$ cat src/rtl/uart_tx_scheduler.sv
// uart_tx_scheduler: moves bytes from the transmit FIFO head into the UART transmitter one frame
// at a time. It can insert an idle gap after each frame, drain the FIFO without sending, and
// count the frames that have been sent.
module uart_tx_scheduler #(
  parameter int unsigned DBIT  = 8,
  parameter int unsigned GAP_W = 8,
  parameter int unsigned CNT_W = 16
) (
  input  logic             clk,
  input  logic             reset_n,
  input  logic             en,
  input  logic             flush,
  input  logic [GAP_W-1:0] gap_cycles,
  input  logic             fifo_empty,
  input  logic [DBIT-1:0]  fifo_rd_data,
  output logic             fifo_rd,
  input  logic             tx_ready,
  input  logic             tx_done_tick,
  output logic             tx_start,
  output logic [DBIT-1:0]  tx_data,
  output logic             busy,
  output logic [CNT_W-1:0] frame_cnt
);

  typedef enum logic [2:0] {
    StIdle,
    StStart,
    StWait,
    StGap,
    StFlush
  } state_e;

  state_e           state_q, state_d;
  logic [GAP_W-1:0] gap_q, gap_d;
  logic [DBIT-1:0]  data_q, data_d;
  logic [CNT_W-1:0] cnt_q, cnt_d;
  logic             start_q;
  logic             pop;

  // Next-state, datapath loads and the FIFO pop decode.
  always_comb begin
    state_d = state_q;
    gap_d   = gap_q;
    data_d  = data_q;
    cnt_d   = cnt_q;
    pop     = 1'b0;
    unique case (state_q)
      StIdle: begin
        // Flush wins over a normal send.
        if (flush && !fifo_empty) begin
          state_d = StFlush;
        end else if (en && !fifo_empty && tx_ready) begin
          data_d  = fifo_rd_data;
          pop     = 1'b1;
          state_d = StStart;
        end
      end
      StStart: begin
        state_d = StWait;
      end
      StWait: begin
        if (tx_done_tick) begin
          cnt_d = cnt_q + CNT_W'(1);
          if (gap_cycles == '0) begin
            state_d = StIdle;
          end else begin
            // The gap length is captured once here; later changes do not affect it.
            gap_d   = gap_cycles - GAP_W'(1);
            state_d = StGap;
          end
        end
      end
      StGap: begin
        if (gap_q == '0) begin
          state_d = StIdle;
        end else begin
          gap_d = gap_q - GAP_W'(1);
        end
      end
      StFlush: begin
        if (fifo_empty || !flush) begin
          state_d = StIdle;
        end else begin
          pop = 1'b1;
        end
      end
      default: begin
        state_d = StIdle;
      end
    endcase
  end

  // State and registered outputs; reset clears everything immediately.
  always_ff @(posedge clk or negedge reset_n) begin
    if (!reset_n) begin
      state_q <= StIdle;
      gap_q   <= '0;
      data_q  <= '0;
      cnt_q   <= '0;
      start_q <= 1'b0;
    end else begin
      state_q <= state_d;
      gap_q   <= gap_d;
      data_q  <= data_d;
      cnt_q   <= cnt_d;
      start_q <= (state_d == StStart);
    end
  end

  // The pop decode would fire from IDLE during reset, so hold it off until reset is released.
  assign fifo_rd   = pop & reset_n;
  assign busy      = (state_q != StIdle);
  assign tx_start  = start_q;
  assign tx_data   = data_q;
  assign frame_cnt = cnt_q;

endmodule

$ cat config.mk
export PLATFORM = sky130hd
export DESIGN_NAME = uart_tx_scheduler
export DESIGN_NICKNAME = d
export VERILOG_FILES = /design/src/rtl/uart_tx_scheduler.sv
export SDC_FILE = /design/constraint.sdc
export NUM_CORES = 1
export LEC_CHECK = 0
export ABC_AREA = 1
export CAP_MARGIN = 20
export CORE_MARGIN = 2
export CORE_UTILIZATION = 53
export CTS_CLUSTER_DIAMETER = 50
export DETAILED_ROUTE_END_ITERATION = 8
export PLACE_DENSITY_LB_ADDON = 0.12
export SLEW_MARGIN = 5
export SYNTH_ARGS = -nofsm -noshare
export SYNTH_HDL_FRONTEND = slang
export SYNTH_SLANG_ARGS = --single-unit
$ cat constraint.sdc
create_clock -name clk -period 4.4 [get_ports clk]
set_clock_uncertainty 0.05 [all_clocks]
set_input_delay 0.88 -clock clk [delete_from_list [all_inputs] [get_ports clk]]
set_output_delay 0.88 -clock clk [all_outputs]
set_load 0.05 [all_outputs]
# Word-level counts from Yosys, hierarchy flattened
# Cells that the tools add are included.
# classes
n_addsub	3
eq_ne	8
n_mux	15
bitwise_logic	2
n_reduce_logical	14
# ops
op	n
8-bit 2-to-1 mux	3
16-bit by 1-bit adder with 16-bit output (second input constant)	1
8-bit zero test	2
8-bit case mux with 2 select lines	1
8-bit by 1-bit subtractor with 8-bit output (second input constant)	2
3-bit 2-to-1 mux	5
3-bit case mux with 5 select lines	1
3-bit by 1-bit equality test with 1-bit output (second input constant)	2
3-bit by 2-bit equality test with 1-bit output (second input constant)	2
2-bit inequality test (second input constant)	3
4-bit AND reduction	1
3-bit equality test (second input constant)	1
1-bit logical AND	3
3-bit zero test	1
1-bit 2-to-1 mux	3
3-bit AND reduction	1
3-bit nonzero test	1
1-bit zero test	2
2-bit 2-to-1 mux	1
1-bit case mux with 2 select lines	1
2-bit AND reduction	1
2-bit nonzero test	1
1-bit bitwise AND	1
1-bit logical OR	1
1-bit NOT	1
# word_totals
reg_bits	36
elab_cells	47

# Longest topological paths before layout
# Gate-level depths: netlist of the first run.
# logic_depth
word_depth	7
depth_mapped	12

# Worst setup path before layout of the first run
# Ideal clock, no wire load.
# synth_path
kind	input port to output port
from	in fifo_empty
to	out fifo_rd
arrival_time_ns	1.883
t_required_ns	3.470
slack_ns	1.587
stages	6
path_buffers	1
cell_sequence	inv_1 -> nand2_1 -> inv_1 -> nor3_1 -> buf_2 -> o21a_1
# synth_between
elab_chain_cells	7
# synth_lines
item	line	rtl
start: declaration	14	input logic fifo_empty,
1-bit zero test	50, 52	
1-bit logical AND (2 in a row)	52	end else if (en && !fifo_empty && tx_ready) begin
1-bit 2-to-1 mux	52	
1-bit 2-to-1 mux	50	if (flush && !fifo_empty) begin
1-bit case mux with 2 select lines (*)	47	unique case (state_q)
1-bit bitwise AND (*)	111	assign fifo_rd = pop & reset_n;
end: declaration	16	output logic fifo_rd,
# Every way passes the cells marked *; elsewhere a longest branch is shown, timed or not.

# Final worst setup path of the first run
# Ends and elaborated chain as after synthesis.

==> run_results.csv, run 1 <==
group,metric,value,unit
finish,antennaDiodeCount,0,
global_routing,grt_max_degree,38,
pwr,powerDensity,578,nW/um2
placement,place.gp.congestion,0.864,
sta,period_minus_slack,3120,ps
global_routing,grt_pass1_wl,7480,um
job,drv_cap,0,
critical_path,max_stage_delay,460,ps
outcome,status,"finished clean",
cts,h-tree-depth,2,
critical_path,criticalPathCategory,"in -> out",
critical_path,critPathCaptureType,"output port",
floorplan,std_cell_rows,22,
cts,post_cts_buffers,0,
synthesis,synth_seq_area_share,0.452,
synthesis,synth_edf_count,0,
placement,place_hpwl,3160,um
pwr,netSwitchingPower,0.000696,W
synthesis,ys_seq_elements,36,
critical_path,path_buf_inv,5,
critical_path,cp_max_fo,11,
sta,fmax,320,MHz
critical_path,crit_family,"buffers and inverters",
synthesis,synth_cell_types,28,
finish,area_growth,31.9,%
pwr,p_total,0.00152,W
cts,clockBufferDepth,2,
synthesis,syn_nets,289,
finish,drive_gt1_frac,0.0784,
hold_path,hold_path.class,"reg -> reg",
critical_path,startpoint_type,"primary input",
cts,clk_pin_slew,70,ps
routing,drc_errors,0,
critical_path,required,3470,ps
floorplan,ios,50,
routing,wl_per_cell,11.6,um
synthesis,syn_avg_cell_area,7.55,um2
pwr,clkPwrFrac,0.167,
cts,clock_latency,290,ps
routing,vias,1783,
floorplan,fp.dieH,65.3,um
critical_path,crit_chain,"clkdlybuf4s50_1, inv_1, nand2_1, inv_1, nor3_1, buf_4, o21a_1, buf_4",
sta,hold_viol,0,
synthesis,ys_warn_count,0,
pwr,cellLeakagePower,1.30,nW
cts,root_buffer,"clkbuf_8",
placement,io_buffers,49,
routing,wirelength,4250,um
global_routing,antenna_found_initial,0,
cts,cts_made_buffers,5,
floorplan,core_area,3630,um2
sta,drv_slew,0,
floorplan,initial_core_util,0.549,
routing,drt_iter0_drc,86,
pwr,switching_share,0.458,
pwr,p_int,0.000825,W
sta,fin_crit_sh,0.710,
global_routing,grtUsageTotal,0.228,
critical_path,worstPathArrival,2190,ps
routing,vias_per_cell,4.86,
sta,tns,0,ps
sta,rsz0062_at_grt,"false",
sta,slew_headroom,0.650,
pwr,p_comb_frac,0.491,
global_routing,grt_overflow,0,
global_routing,grt_pass1_vias,1760,
synthesis,syn_area,1990,um2
routing,firstDrtPassIters,5,
sta,setup_viol,0,
cts,cts-resized-gates,0,
finish,nets,344,
critical_path,slowest_stage,"clkdlybuf4s50_1",
synthesis,async_flop_share,1.00,
synthesis,ys.flop_type,"dfrtp_1",
pwr,ir_worst_vdd,488,uV
floorplan,die-width,65.3,um
cts,cts_tree,"built",
floorplan,dieArea,4270,um2
cts,cts_sinks,36,
cts,hold_buffers,0,
synthesis,syn_inst,264,
sta,max_slew.worst_pin.slew,523,ps
pwr,seqPwrFrac,0.343,
routing,antenna_left,0,
==> Yosys cell counts, types with 2 or more instances <==
master,count,area (um2)
buf_2,2,10.0
ha_1,2,25.0
nand2_2,5,31.3
nor2_4,3,33.8
nand4_1,5,31.3
a21oi_1,3,15.0
xnor2_1,6,52.6
nand3b_1,2,15.0
nor2_2,2,12.5
nor3_1,5,25.0
dfrtp_1,36,901
o21ai_0,9,45.0
xor2_1,7,61.3
inv_1,38,143
nand3_1,19,95.1
nand2_1,88,330
nor2_1,21,78.8
==> layout by cell type, fill, tap and decap left out, drive strengths merged, types with 2 or more instances in the layout <==
cell / instances
nand2: 93
clkdlybuf4s50: 47
inv: 38
dfrtp: 36
nor2: 27
nand3: 20
o21ai: 11
xor2: 7
clkbuf: 7
xnor2: 6
nand4: 5
nor3: 5
buf: 4
a21oi: 3
nand3b: 2
ha: 2
==> worst reg2reg max path, stage by stage (launching register included) <==
cell and delay [ps]:
dfrtp_1 430, inv_1 130, nand3_2 190, o21ai_0 380, inv_1 110, ha_1 200, nand2_1 130, nor2_2 80
nand2_1 50, nand2_1 50, nand3_1 60, nand2_1 60
==> flip-flops by register name (all words and copies together), names as in the netlist <==
signal,count
frame_cnt,16
gap_q,8
tx_data,8
state_q,3
tx_start,1
==> metrics by stage <==
| step | instances | hold slack (ps) | util | instance area [um2] | setup WS, ps |
|---|---|---|---|---|---|
| after floorplan | 264 | 426 | - | 1990 | 1590 |
| after global placement | 360 | 406 | 0.698 | 2530 | 1290 |
| after detailed placement | 360 | 413 | 0.698 | 2530 | 1280 |
| after CTS | 367 | 429 | 0.724 | 2630 | 1260 |
| after global routing | 367 | 457 | 0.724 | 2630 | 1160 |
| final | 367 | 426 | 0.724 | 2630 | 1280 |
==> cell families (layout without fill, tap and decap cells) <==
kind of cell / after synthesis / in the layout / synth area share
AO/OA/AOI/OAI: 17 / 17 / 0.0477
AND/OR/NAND/NOR: 154 / 154 / 0.349
buffers and inverters: 42 / 97 / 0.0822
adder cells (fa/ha/maj): 2 / 2 / 0.0125
flip-flops: 36 / 36 / 0.452
XOR/XNOR: 13 / 13 / 0.0571
==> worst paths after layout <==
path	start	endpoint	slack (ps)	cells past startpoint
max	fifo_empty	fifo_rd	1280	8
min	tx_data[4]$_DFFE_PN0P_	tx_data[4]$_DFFE_PN0P_	430	2
max reg2reg	state_q[2]$_DFF_PN0_	gap_q[6]$_DFFE_PN0P_	2370	11
min reg2reg	tx_data[4]$_DFFE_PN0P_	tx_data[4]$_DFFE_PN0P_	430	2
max in group asynchronous	reset_n	gap_q[2]$_DFFE_PN0P_	3410	2
min in group asynchronous	reset_n	gap_q[7]$_DFFE_PN0P_	570	2
==> layout make-up <==
class | instances | area, um2
clock buffers | 7 | 96.3
fillers | 317 | 1000
inverters | 39 | 146
multi-input cells | 186 | 930
flip-flops and latches | 36 | 901
well taps | 48 | 60.1
repair buffers | 51 | 498
==> metal layers <==
layer,share of wire,GRT usage,vias up
met3,0.054,0.0531,7
met2,0.49,0.402,44
met5,0,0,-
met4,0.014,0.0859,0
met1,0.44,0.268,807
li1,-,-,925
==> power groups by stage <==
stage,combinational (W),clock [W],sequential [W]
after CTS,0.000750,0.000258,0.000521
after detailed placement,0.000747,0,0.000526
after floorplan,0.000317,0,0.000725
final,0.000746,0.000254,0.000521
after global routing,0.000815,0.000271,0.000536
after global placement,0.000734,0,0.000524
(Power assumes the default switching activity.)
==> run 2: changes to the inputs <==
- CORE_UTILIZATION: 53 -> 49
- clock period: 4.4 -> 2.9 ns (I/O delays scaled with it)
==> run_results.csv, run 2 (synthesized netlist as in run 1, its figures left out) <==
group,metric,value,unit
routing,antenna_left,0,
routing,drt_iter0_drc,83,
pwr,ir_worst_vdd,664,uV
cts,clock_latency,290,ps
finish,area_growth,33.4,%
sta,drv_slew,0,
placement,place_hpwl,3020,um
routing,drc_errors,0,
finish,final_cell_mix,"nand2_1 (88), clkdlybuf4s50_1 (47), inv_1 (38)",
critical_path,critPathCaptureType,"output port",
finish,nets,344,
floorplan,fp.dieH,67.8,um
floorplan,dieArea,4600,um2
sta,fin_crit_sh,0.841,
global_routing,grtUsageTotal,0.200,
finish,final_core_util,0.670,
floorplan,die-width,67.8,um
sta,rsz0062_at_grt,"false",
cts,clk_pin_slew,80,ps
global_routing,grt_pass1_vias,1608,
critical_path,required,2270,ps
sta,max_slew.worst_pin.slew,514,ps
global_routing,antenna_found_initial,0,
floorplan,core_area,3970,um2
sta,hold_viol,0,
cts,h-tree-depth,2,
sta,slew_headroom,0.656,
cts,cts-resized-gates,0,
routing,vias_per_cell,4.77,
routing,vias,1764,
placement,pre_cts_slack,475,ps
critical_path,startpoint_type,"primary input",
critical_path,criticalPathCategory,"in -> out",
outcome,status,"finished clean",
sta,setup_slack,461,ps
cts,hold_buffers,0,
critical_path,worstPathArrival,1810,ps
finish,drive_gt1_frac,0.0813,
placement,io_buffers,49,
cts,post_cts_buffers,0,
pwr,p_total,0.00235,W
placement,place.gp.congestion,0.785,
cts,cts_sinks,36,
pwr,powerDensity,884,nW/um2
pwr,cellLeakagePower,1.31,nW
hold_path,hold_path.class,"in -> async",
floorplan,initial_core_util,0.502,
finish,stdcell_area,2660,um2
cts,cts_made_buffers,5,
global_routing,grt_pass1_wl,6820,um
finish,antennaDiodeCount,0,
cts,root_buffer,"clkbuf_8",
routing,wl_per_cell,11.1,um
finish,largest_register_ffs,16,
critical_path,reg2regPathDepth,11,
floorplan,ios,50,
global_routing,grt_overflow,0,
cts,clockBufferDepth,2,
floorplan,std_cell_rows,23,
global_routing,grt_max_degree,37,
sta,setup_viol,0,
finish,layout_commonest_cell,"nand2_1",
cts,cts_tree,"built",
routing,firstDrtPassIters,4,
placement,placed_area,2550,um2
routing,wirelength,4100,um
sta,period_minus_slack,2440,ps
sta,tns,0,ps
sta,fmax,410,MHz
job,drv_cap,0,
critical_path,cp_max_fo,3,
[run 2: where the power goes]
part	switching [W]	internal [W]
Combinational	0.000745	0.000377
Clock	0.000186	0.000254
Sequential	0.000125	0.000665
[run 2: routing by layer]
metal | vias to the layer above | track usage | share of wire
met5 | - | 0 | 0
met4 | 0 | 0.0700 | 0.0083
met3 | 2 | 0.0583 | 0.050
met2 | 37 | 0.331 | 0.47
met1 | 800 | 0.249 | 0.47
li1 | 925 | - | -
[run 2: final timing paths]
kind | start | to | slack [ps]
min reg2reg | tx_data[6]$_DFFE_PN0P_ | tx_data[6]$_DFFE_PN0P_ | 420
max reg2reg | state_q[2]$_DFF_PN0_ | gap_q[6]$_DFFE_PN0P_ | 900
max in group asynchronous | reset_n | frame_cnt[13]$_DFFE_PN0P_ | 2170
max | fifo_empty | fifo_rd | 460
min in group clk | tx_data[6]$_DFFE_PN0P_ | tx_data[6]$_DFFE_PN0P_ | 420
min | reset_n | frame_cnt[4]$_DFFE_PN0P_ | 320
[run 2: worst max-delay path: stages]
cell	delay, ps
clkdlybuf4s50_1	450
inv_1	40
nand2_1	100
inv_1	50
nor3_1	250
o21a_1	200
buf_12	140
[run 2: cell type report]
class | count | area, um2
repair buffers | 51 | 510
flip-flops and latches | 36 | 901
inverters | 39 | 146
clock buffers | 5 | 68.8
fillers | 348 | 1310
clock inverters | 3 | 42.5
multi-input cells | 186 | 930
well taps | 50 | 62.6
[run 2: through the flow]
step | hold slack, ps | cells
global route | 340 | 370
floorplan | 234 | 264
finish | 316 | 370
detailed placement | 408 | 362
CTS | 321 | 370
global placement | 404 | 362
